==> config.mk <==
export PLATFORM = sky130hd
export DESIGN_NAME = paddle_button_cond
export DESIGN_NICKNAME = d
export VERILOG_FILES = /design/src/rtl/paddle_button_cond.sv
export SDC_FILE = /design/constraint.sdc
export NUM_CORES = 1
export LEC_CHECK = 0
export ABC_AREA = 1
export CORE_MARGIN = 2
export CORE_UTILIZATION = 35
export CTS_CLUSTER_DIAMETER = 40
export DETAILED_ROUTE_END_ITERATION = 7
export GPL_TIMING_DRIVEN = 0
export PLACE_DENSITY_LB_ADDON = 0.05
export SLEW_MARGIN = 20
export SYNTH_ARGS = -nofsm -noshare
export SYNTH_HDL_FRONTEND = slang
export SYNTH_SLANG_ARGS = --single-unit
==> constraint.sdc <==
create_clock -name sysclk -period 5.3 [get_ports sysclk]
set_input_delay 1.59 -clock sysclk [delete_from_list [all_inputs] [get_ports sysclk]]
set_output_delay 1.59 -clock sysclk [all_outputs]
set_load 0.005 [all_outputs]
==> src/rtl/paddle_button_cond.sv <==
// Per-button sync, debounce, press/auto-repeat/release pulse generation for the paddle buttons.
// Auto-repeat is enabled only when BTN_AUTOREPEAT_EN is defined; otherwise one press pulse per accepted press.
module paddle_button_cond #(
    parameter int unsigned NUM_BTN       = 4,
    parameter int unsigned DEBOUNCE_CYC  = 1000000,
    parameter int unsigned REPEAT_DELAY  = 30000000,
    parameter int unsigned REPEAT_PERIOD = 10000000,
    parameter int unsigned CNT_W         = 28
) (
    input  logic               sysclk,
    input  logic               rst,
    input  logic [NUM_BTN-1:0] btn_raw,
    output logic [NUM_BTN-1:0] btn_level,
    output logic [NUM_BTN-1:0] btn_press,
    output logic [NUM_BTN-1:0] btn_release
);

    localparam int unsigned NUM_PAIR = NUM_BTN / 2;

    typedef enum logic [1:0] {
        IDLE   = 2'd0,
        HELD   = 2'd1,
        REPEAT = 2'd2
    } state_t;

    logic [NUM_BTN-1:0] r_sync1;
    logic [NUM_BTN-1:0] r_sync2;
    logic [NUM_BTN-1:0] r_level;
    logic [NUM_BTN-1:0] r_press;
    logic [NUM_BTN-1:0] r_release;
    logic [CNT_W-1:0]   r_db_cnt [NUM_BTN];
    state_t             r_state  [NUM_BTN];

    logic [NUM_BTN-1:0] w_level_nxt;
    logic [NUM_BTN-1:0] w_press_raw;
    logic [NUM_BTN-1:0] w_press_nxt;
    logic [NUM_BTN-1:0] w_release_nxt;
    logic [NUM_BTN-1:0] w_hit;
    logic [CNT_W-1:0]   w_db_cnt_nxt [NUM_BTN];
    state_t             w_state_nxt  [NUM_BTN];

`ifdef BTN_AUTOREPEAT_EN
    logic [CNT_W-1:0]   r_rep_cnt     [NUM_BTN];
    logic [CNT_W-1:0]   w_rep_cnt_nxt [NUM_BTN];
`endif

    // Debounce, per-button FSM and pair-conflict masking
    always_comb begin
        w_level_nxt   = r_level;
        w_press_raw   = '0;
        w_press_nxt   = '0;
        w_release_nxt = '0;
        w_hit         = '0;
        for (int i = 0; i < int'(NUM_BTN); i++) begin
            w_db_cnt_nxt[i] = '0;
            w_state_nxt[i]  = r_state[i];
`ifdef BTN_AUTOREPEAT_EN
            w_rep_cnt_nxt[i] = r_rep_cnt[i];
`endif
            if (r_sync2[i] != r_level[i]) begin
                if (r_db_cnt[i] == CNT_W'(DEBOUNCE_CYC - 1)) begin
                    w_hit[i]       = 1'b1;
                    w_level_nxt[i] = r_sync2[i];
                end else begin
                    w_db_cnt_nxt[i] = r_db_cnt[i] + CNT_W'(1);
                end
            end

            case (r_state[i])
                IDLE: begin
                    if (w_hit[i] && r_sync2[i]) begin
                        w_state_nxt[i] = HELD;
                        w_press_raw[i] = 1'b1;
`ifdef BTN_AUTOREPEAT_EN
                        w_rep_cnt_nxt[i] = '0;
`endif
                    end
                end
                HELD, REPEAT: begin
                    if (w_hit[i] && !r_sync2[i]) begin
                        w_state_nxt[i]   = IDLE;
                        w_release_nxt[i] = 1'b1;
`ifdef BTN_AUTOREPEAT_EN
                        w_rep_cnt_nxt[i] = '0;
                    end else if ((r_state[i] == HELD &&
                                  r_rep_cnt[i] == CNT_W'(REPEAT_DELAY - 1)) ||
                                 (r_state[i] == REPEAT &&
                                  r_rep_cnt[i] == CNT_W'(REPEAT_PERIOD - 1))) begin
                        w_state_nxt[i]   = REPEAT;
                        w_press_raw[i]   = 1'b1;
                        w_rep_cnt_nxt[i] = '0;
                    end else begin
                        w_rep_cnt_nxt[i] = r_rep_cnt[i] + CNT_W'(1);
`endif
                    end
                end
                default: w_state_nxt[i] = IDLE;
            endcase
        end

        // Holding both directions of one player blocks that player's pulses
        for (int p = 0; p < int'(NUM_PAIR); p++) begin
            if (!(w_level_nxt[2*p] && w_level_nxt[2*p+1])) begin
                w_press_nxt[2*p]   = w_press_raw[2*p];
                w_press_nxt[2*p+1] = w_press_raw[2*p+1];
            end
        end
    end

    // State and output registers
    always_ff @(posedge sysclk or posedge rst) begin
        if (rst) begin
            r_sync1   <= '0;
            r_sync2   <= '0;
            r_level   <= '0;
            r_press   <= '0;
            r_release <= '0;
            for (int i = 0; i < int'(NUM_BTN); i++) begin
                r_db_cnt[i] <= '0;
                r_state[i]  <= IDLE;
`ifdef BTN_AUTOREPEAT_EN
                r_rep_cnt[i] <= '0;
`endif
            end
        end else begin
            r_sync1   <= btn_raw;
            r_sync2   <= r_sync1;
            r_level   <= w_level_nxt;
            r_press   <= w_press_nxt;
            r_release <= w_release_nxt;
            for (int i = 0; i < int'(NUM_BTN); i++) begin
                r_db_cnt[i] <= w_db_cnt_nxt[i];
                r_state[i]  <= w_state_nxt[i];
`ifdef BTN_AUTOREPEAT_EN
                r_rep_cnt[i] <= w_rep_cnt_nxt[i];
`endif
            end
        end
    end

    assign btn_level   = r_level;
    assign btn_press   = r_press;
    assign btn_release = r_release;

endmodule

==> impl_metrics.env <==
export IMPL_cp_num_buf_inv=1
export IMPL_dr_max_layer_used="met4"
export IMPL_design_core_area_um2=21890
export IMPL_hpwl_mm=14.97
export IMPL_critical_path_class="flop to primary output"
export IMPL_grt_overflow=0
export IMPL_grt_pass1_vias=6662
export IMPL_async_flop_share=1.000
export IMPL_htreeDepth=4
export IMPL_synthAdderAreaFrac=0.006380
export IMPL_grt_max_degree=90
export IMPL_power_density_nw_per_um2=270.5
export IMPL_synth_edf_count=0
export IMPL_fin_hold_ws_ns=0.3531
export IMPL_clock_latency_ns=0.42
export IMPL_max_cap_violations=0
export IMPL_setup_ws_ns=2.273
export IMPL_nets=1161
export IMPL_critPathSlowestCell="clkdlybuf4s50_1"
export IMPL_hold_path_startpoint="r_sync1[0]"
export IMPL_clk_path_buf_depth=2
export IMPL_ios=18
export IMPL_ctsHoldBuffers=0
export IMPL_critical_path_max_stage_delay_ns=0.55
export IMPL_startpoint="btn_level[0]"
export IMPL_route_met3_wl_um=461
export IMPL_finClkSkew_ns=0.007557
export IMPL_rsz0062_at_grt="no"
export IMPL_fmax_ghz=0.3304
export IMPL_wl_met1_mm=10.02
export IMPL_synth_xor_area_share=0.03796
export IMPL_crit_chain="clkdlybuf4s50_1"
export IMPL_fin_crit_sh=0.5710
export IMPL_cp_required_ns=3.71
export IMPL_slew_violations=0
export IMPL_crit_path_start_kind="flop"
export IMPL_first_pass_iters=5
export IMPL_worstPathArrival_ns=1.44
export IMPL_postLayoutCellArea_um2=9051
export IMPL_ys_ff_latch=136
export IMPL_initial_core_util=0.3584
export IMPL_finalSetupViolCount=0
export IMPL_grt_pass1_wl_mm=33.44
export IMPL_yosysWarnings=0
export IMPL_fp_dieArea_um2=23630
export IMPL_die_w_um=153.7
export IMPL_synth_compound_area_share=0.02217
export IMPL_maxSlewHeadroom=0.6071
export IMPL_status="complete, no violations"
export IMPL_tightest_slew_ns=0.5894
export IMPL_synthDistinctLibCells=34
export IMPL_synthTopCellsByArea="dfrtp_1 (43%), nand2_1 (14%), nor2_1 (12%)"
export IMPL_synth_top_family_by_area="simple AND/OR/NAND/NOR gates"
export IMPL_synthSimpleGateAreaFrac=0.4203
export IMPL_routed_via_density=4.691
export IMPL_path_clk_slew_ns=0.06
export IMPL_grt_usage=0.1763
export IMPL_numClockSinks=136
export IMPL_drt_iter0_markers=412
export IMPL_routedWlPerCell_um=13.66
export IMPL_cp_top_family="buffers and inverters"
export IMPL_ys_seq_area_frac=0.4338
export IMPL_synth_area_um2=7845
export IMPL_postRouteAntennaNets=0
export IMPL_die_y_um=153.7
export IMPL_layout_drive_gt1_share=0.07646
export IMPL_post_cts_resized=0
export IMPL_cts_tree="built"
export IMPL_syn_inst=1114
export IMPL_dr_wl_met2_mm=9.100
export IMPL_pre_cts_slack_ns=2.470
export IMPL_syn2layout_area_growth_pct=15.37
export IMPL_hold_viol=0
export IMPL_peakVddDrop_mv=0.1600
export IMPL_antenna_found_initial=0
export IMPL_post_route_util=0.4135
export IMPL_num_antenna_cells=0
export IMPL_synth_main_ff_cell="dfrtp_1"
export IMPL_nFillCells=2338
export IMPL_drc_errors=0
export IMPL_dp_cells=1412
export IMPL_synth_largest_area_cell="dfrtp_1"
export IMPL_setup_tns_ns=0
export IMPL_cp_max_fo=6
export IMPL_power_total_mw=2.448
export IMPL_root_buffer="clkbuf_16"
export IMPL_syn_num_nets=1124
export IMPL_r2r_start="r_db_cnt[28]"
export IMPL_placed_area_um2=8401
export IMPL_stdcell_count=1444
export IMPL_cts_made_buffers=17
export IMPL_totalWireLength_mm=19.73
export IMPL_min_path_type="flop to flop"
export IMPL_cts_setup_buffers=0
export IMPL_synth_top_area_frac=0.4338
export IMPL_place_congestion=0.8557
export IMPL_critPathCaptureType="primary output"
export IMPL_dr_total_vias=6774
export IMPL_avgSynthCellArea_um2=7.042
export IMPL_period_needed_ns=3.027
export IMPL_fp_row_count=54
export IMPL_p_leak_nw=4.168
export IMPL_synthMuxAreaShare=0
export IMPL_portBuffers=17
-- Yosys cell counts, types with 5 or more instances --
cell / count
dfrtp_1: 136
inv_1: 147
nor2_1: 256
xor2_1: 25
nand3_1: 70
nor3_4: 5
o21ai_0: 7
nand2_2: 10
xnor2_1: 9
nor2_2: 12
nand4_1: 35
inv_2: 8
nor3_1: 44
nand2_1: 283
nor3b_1: 8
a21oi_1: 17
-- layout make-up --
cell class | count | area (um2) | area share
buffer | 8 | 37.54 | 0.004147
clock buffer | 17 | 425.4 | 0.04700
clock inverter | 15 | 225.2 | 0.02488
inverter | 156 | 593.1 | 0.06552
multi-input combinational | 814 | 3819 | 0.4219
sequential | 136 | 3403 | 0.3760
tap | 280 | 350.3 | 0.03871
timing repair buffer | 18 | 197.7 | 0.02184
-- metal layers --
layer | vias up | GRT usage
met1 | 3122 | 0.2412
met2 | 73 | 0.2899
met3 | 12 | 0.03269
met5 | - | 0
met4 | 0 | 0.04238
li1 | 3567 | -
-- layout by cell type (no fill, tap or decap), drive strengths merged --
cell / instances
a31oi: 4
dfrtp: 136
clkinv: 8
nor2: 272
inv: 157
o21ai: 9
nor3: 51
clkinvlp: 1
xnor2: 9
o21bai: 1
clkbuf: 21
nor3b: 10
nand3b: 2
a21oi: 17
bufinv: 5
xor2: 25
buf: 5
nor4: 3
clkdlybuf4s50: 17
ha: 4
o211ai: 1
nand2: 295
nor2b: 1
nand4: 36
nand3: 74
-- flip-flops by register name, summed over array words and instances, names as in the netlist --
name and flops:
btn_release 4, r_state 4, btn_press 4, btn_level 4, r_sync2 4, r_db_cnt 112, r_sync1 4
-- power by group --
group          switching [mW]  leakage, nW  internal [mW]
combinational          0.0498         1.98         0.0171
clock                   0.487        0.318          0.838
sequential            0.00780         1.87           1.05
total                   0.545         4.17           1.90
-- kinds of logic (layout without fill, tap and decap cells) --
kind of cell    Yosys count  count (layout)
xor+xnor                 34              34
simple gates            744             744
compound gates           32              32
fa+ha+maj                 4               4
flops                   136             136
buf+inv                 164             214
-- path summary, 6_finish.rpt --
| check | end | slack [ns] | cells after the start |
|---|---|---|---|
| max | btn_level[0] | 2.27 | 1 |
| min | r_sync2[0] | 0.35 | 0 |
| max reg2reg | r_db_cnt[50] | 3.48 | 9 |
| min reg2reg | r_sync2[0] | 0.35 | 0 |
| max in group asynchronous | btn_release[1] | 2.97 | 3 |
| min in group asynchronous | btn_release[3] | 1.57 | 2 |
No activity file was read; power rests on OpenSTA's default activity.
